**src/rtl/mux_arb.sv**
```systemverilog
// Packet-level round-robin arbiter for the 2:1 router output mux.
// Wormhole lock from HEAD to TAIL, with a packet-length watchdog.
`ifndef TYPE_NONE
`define TYPE_NONE 2'd0
`endif
`ifndef TYPE_HEAD
`define TYPE_HEAD 2'd1
`endif
`ifndef TYPE_DATA
`define TYPE_DATA 2'd2
`endif
`ifndef TYPE_TAIL
`define TYPE_TAIL 2'd3
`endif

module mux_arb #(
  parameter int NPORT  = 2,
  parameter int TYPEW  = 2,
  parameter int VCHW   = 2,
  parameter int MAXLEN = 64
) (
  input  logic             clk,
  input  logic             rst_,
  input  logic             ivalid_0,
  input  logic [TYPEW-1:0] itype_0,
  input  logic [VCHW-1:0]  ivch_0,
  input  logic             ivalid_1,
  input  logic [TYPEW-1:0] itype_1,
  input  logic [VCHW-1:0]  ivch_1,
  input  logic             oready,
  output logic [NPORT-1:0] sel,
  output logic             grant_0,
  output logic             grant_1,
  output logic [VCHW-1:0]  ovch,
  output logic             busy,
  output logic             err_len
);

  localparam int CW = $clog2(MAXLEN + 1);
  localparam logic [CW-1:0] MAXC = CW'(MAXLEN);
  localparam logic [TYPEW-1:0] T_HEAD = TYPEW'(`TYPE_HEAD);
  localparam logic [TYPEW-1:0] T_TAIL = TYPEW'(`TYPE_TAIL);

  typedef enum logic {S_IDLE, S_LOCK} state_t;

  state_t           r_state, w_state_n;
  logic [NPORT-1:0] r_sel, w_sel_n;
  logic [VCHW-1:0]  r_ovch, w_ovch_n;
  logic [CW-1:0]    r_cnt, w_cnt_n;
  logic             r_ptr, w_ptr_n;
  logic             r_err, w_err_n;

  logic             w_req0, w_req1, w_win;
  logic             w_gnt, w_tail;
  logic [TYPEW-1:0] w_gtype;
  logic [CW-1:0]    w_cnt_inc;

  assign w_req0 = ivalid_0 & (itype_0 == T_HEAD);
  assign w_req1 = ivalid_1 & (itype_1 == T_HEAD);
  // Pointer holds the last winner; a tie goes to the other port.
  assign w_win  = (w_req0 & w_req1) ? ~r_ptr : w_req1;

  assign grant_0 = r_sel[0] & ivalid_0 & oready;
  assign grant_1 = r_sel[1] & ivalid_1 & oready;

  assign w_gnt     = grant_0 | grant_1;
  assign w_gtype   = r_sel[1] ? itype_1 : itype_0;
  assign w_tail    = w_gnt & (w_gtype == T_TAIL);
  assign w_cnt_inc = (r_cnt == MAXC) ? r_cnt : r_cnt + CW'(1);

  always_comb begin
    w_state_n = r_state;
    w_sel_n   = r_sel;
    w_ovch_n  = r_ovch;
    w_cnt_n   = r_cnt;
    w_ptr_n   = r_ptr;
    w_err_n   = 1'b0;
    unique case (r_state)
      S_IDLE: begin
        if (w_req0 | w_req1) begin
          w_state_n = S_LOCK;
          w_sel_n   = w_win ? NPORT'(2) : NPORT'(1);
          w_ovch_n  = w_win ? ivch_1 : ivch_0;
          w_cnt_n   = '0;
          w_ptr_n   = w_win;
        end
      end
      S_LOCK: begin
        if (w_gnt) begin
          w_cnt_n = w_cnt_inc;
          if (w_tail) begin
            w_state_n = S_IDLE;
            w_sel_n   = '0;
          end else if (w_cnt_inc == MAXC) begin
            w_state_n = S_IDLE;
            w_sel_n   = '0;
            w_err_n   = 1'b1;
          end
        end
      end
      default: begin
        w_state_n = S_IDLE;
        w_sel_n   = '0;
      end
    endcase
  end

  always_ff @(posedge clk) begin
    if (!rst_) begin
      r_state <= S_IDLE;
      r_sel   <= '0;
      r_ovch  <= '0;
      r_cnt   <= '0;
      r_ptr   <= 1'b1;
      r_err   <= 1'b0;
    end else begin
      r_state <= w_state_n;
      r_sel   <= w_sel_n;
      r_ovch  <= w_ovch_n;
      r_cnt   <= w_cnt_n;
      r_ptr   <= w_ptr_n;
      r_err   <= w_err_n;
    end
  end

  assign sel     = r_sel;
  assign ovch    = r_ovch;
  assign busy    = (r_state == S_LOCK);
  assign err_len = r_err;

endmodule
```
**config.mk**
```make
export PLATFORM = sky130hd
export DESIGN_NAME = mux_arb
export DESIGN_NICKNAME = d
export VERILOG_FILES = /design/src/rtl/mux_arb.sv
export SDC_FILE = /design/constraint.sdc
export NUM_CORES = 1
export LEC_CHECK = 0
export CORE_ASPECT_RATIO = 1.4
export CORE_MARGIN = 4
export CORE_UTILIZATION = 35
export CTS_CLUSTER_DIAMETER = 200
export DETAILED_ROUTE_END_ITERATION = 8
export PLACE_DENSITY_LB_ADDON = 0.05
export SLEW_MARGIN = 10
export SYNTH_ARGS = -nofsm -noshare
export SYNTH_HDL_FRONTEND = slang
export SYNTH_SLANG_ARGS = --single-unit
```
**constraint.sdc**
```tcl
create_clock -name clk -period 5.9 [get_ports clk]
set_input_delay 1.18 -clock clk [delete_from_list [all_inputs] [get_ports clk]]
set_output_delay 1.18 -clock clk [all_outputs]
set_load 0.005 [all_outputs]
```
==> flow_summary.toml <==
[synth]
synth_cell_types = 41
syn_nets = 117
synth-edff-count = 0
postSynthCellCount = 102
ys_ff_latch = 14
synth_top_family_by_area = "simple AND/OR/NAND/NOR gates"
yosys.area_share.adder_pct = 2.99
ys_seq_area_share_pct = 33.5
synth-simple-area-share_pct = 26.9
yosysWarnings = 0
synth_xor_area_share_pct = 4.19
synth_compound_area_share_pct = 26.8
async_flop_share_pct = 0
synthMuxAreaShare_pct = 2.40
synth.avg_cell_area_um2 = 8.19
ys.flop_type = "dfxtp_1"
syn_area_um2 = 836

[timing]
finalCritPeriodShare_pct = 59.6
worst_slew_margin_rel_pct = 57.7
finalSetupViolations = 0
hold_slack_ns = 0.509
clock-skew-final_ns = 0.00862
tns_ns = 0
finalCriticalPeriod_ns = 3.51
max_freq_mhz = 285
tightest_slew_ns = 0.634
rsz0062_at_grt = "no"
hold_violations = 0
slew_violations = 0

[clock_tree]
clkSinkCount = 14
path_clk_slew_ns = 0.09
tritoncts = "done"
cts_root_buf = "clkbuf_4"
clockBufferDepth = 2
numCtsBuffers = 3
cts_setup_buffers = 0
clk_latency_ns = 0.28
htree_levels = 1
cts_resized = 0
cts_hold_buf = 0

[route]
drt_iter0_markers = 22
drc_errors = 0
firstDrtPassIters = 4
drt_wl_total_um = 2160
ant_nets = 0
via_per_inst = 5.94
wl_per_cell_um = 14.7
vias = 873

[finish]
final_cell_mix = "clkdlybuf4s50_1 (20), dfxtp_1 (14), nor2_1 (12), a21oi_1 (7), inv_1 (6)"
post-route-util_pct = 49.2
regArea_um2 = 280
area_delta_synth_final_pct = 31.1
multiInputGateArea_um2 = 529
fill_cells = 236
layout_commonest_cell = "clkdlybuf4s50_1"
n_antenna_cell = 0
drive_gt1_share_pct = 5.60
nets = 141

[power]
p_sw_share_pct = 25.1
power.share.combinational_pct = 18.3
power_density_nw_per_um2 = 192
clockPowerShare_pct = 32.6
seqPwrFrac_pct = 49.1
p_sw_w = 0.0000528
peakVddDrop_uv = 91.2
leakage_nw = 0.412
intPower_w = 0.000157

[worst_setup_path]
cp.arrival_ns = 2.33
start_kind = "input pin"
cp_max_fo = 3
worstSetupPathType = "in -> out"
end_kind = "primary output"
crit_required_ns = 4.72

[place]
hpwl_um = 1770
io_buffers = 20
gp_congestion = 0.786

[global_route]
grt_pass1_wl_um = 3520
grt_pass1_vias = 866
grt_overflow = 0
antenna_found_initial = 0
track_usage_pct = 13.9
grt_max_degree = 10

[floorplan]
fp.dieH_um = 65.8
start_util_pct = 37.5
fp-row-count = 20
ios = 21
die_w_um = 49.3
core_um2 = 2230
die_area_um2 = 3240

[run]
drv_cap = 0

[worst_hold_path]
hold_class = "reg -> reg"

[outcome]
status = "finished clean"
metal layers:
metal | share of wire, % | GRT usage, %
met5 | 0 | 0
met3 | 3.5 | 2.71
met4 | 0.83 | 8.54
met1 | 41 | 12.8
met2 | 54 | 27.2
cells in the mapped netlist (all sizes together) (2+ instances only):
master | number | area share, %
dfxtp | 14 | 34
nor2 | 12 | 5.4
a21oi | 7 | 4.2
inv | 6 | 2.7
o21ai | 6 | 3.6
nand2 | 4 | 1.8
nand3 | 4 | 3.0
a22oi | 3 | 2.7
a31oi | 3 | 2.2
and2 | 3 | 2.2
and3 | 3 | 2.4
nand3b | 3 | 2.7
xnor2 | 3 | 3.1
a211oi | 2 | 1.8
a311oi | 2 | 2.1
ha | 2 | 3.0
mux2i | 2 | 2.4
nor3 | 2 | 1.8
nor3b | 2 | 1.8
or3 | 2 | 1.5
metrics by stage:
stage / power [W] / cells / cell area (um2) / setup slack, ns
floorplan: 0.000122 / 102 / 836 / 3.37
global placement: 0.000144 / 143 / 1060 / 2.39
detailed placement: 0.000144 / 143 / 1060 / 2.37
CTS: 0.000213 / 147 / 1100 / 2.37
global route: 0.000220 / 147 / 1100 / 2.35
finish: 0.000210 / 147 / 1100 / 2.39
worst paths after layout:
check                             start                   end  slack (ns)  depth (start not counted)
setup / recovery               ivalid_0               grant_0        2.39                          3
setup reg to reg  r_cnt[0]$_SDFFE_PN0P_   sel[0]$_SDFFE_PN0P_        3.69                          6
hold / removal     ovch[0]$_SDFFE_PN0P_  ovch[0]$_SDFFE_PN0P_        0.51                          2
hold reg to reg    ovch[0]$_SDFFE_PN0P_  ovch[0]$_SDFFE_PN0P_        0.51                          2
registers in the layout (all words and copies together), names as in the netlist:
name / flops
r_cnt: 7
err_len: 1
ovch: 2
sel: 2
busy: 1
r_ptr: 1
critical path, cell delays in order:
cell and delay [ns]:
clkdlybuf4s50_1 0.49, and3_1 0.16, clkdlybuf4s50_1 0.50
power by group through the flow:
stage,logic (W),clock network (W),registers (W)
2_1_floorplan,0.0000187,0,0.000103
3_5_place_dp,0.0000387,0,0.000105
6_report,0.0000385,0.0000684,0.000103
4_1_cts,0.0000388,0.0000716,0.000103
3_3_place_gp,0.0000387,0,0.000105
5_1_grt,0.0000418,0.0000746,0.000104
final cells by class:
class / instances / share of cell area [%]
timing repair buffer: 20 / 18.3
inverter: 6 / 2.05
tap: 22 / 2.51
multi-input combinational: 81 / 48.3
sequential: 14 / 25.6
clock buffer: 4 / 3.31
cells by family (layout without fill, tap and decap cells):
family / after synthesis / after routing
buffers and inverters: 7 / 30
XOR/XNOR: 4 / 4
AO/OA/AOI/OAI: 33 / 33
adder cells (fa/ha/maj): 2 / 2
multiplexers: 2 / 2
flip-flops: 14 / 14
AND/OR/NAND/NOR: 40 / 40
Note: power is estimated with default switching activity, not from simulation.
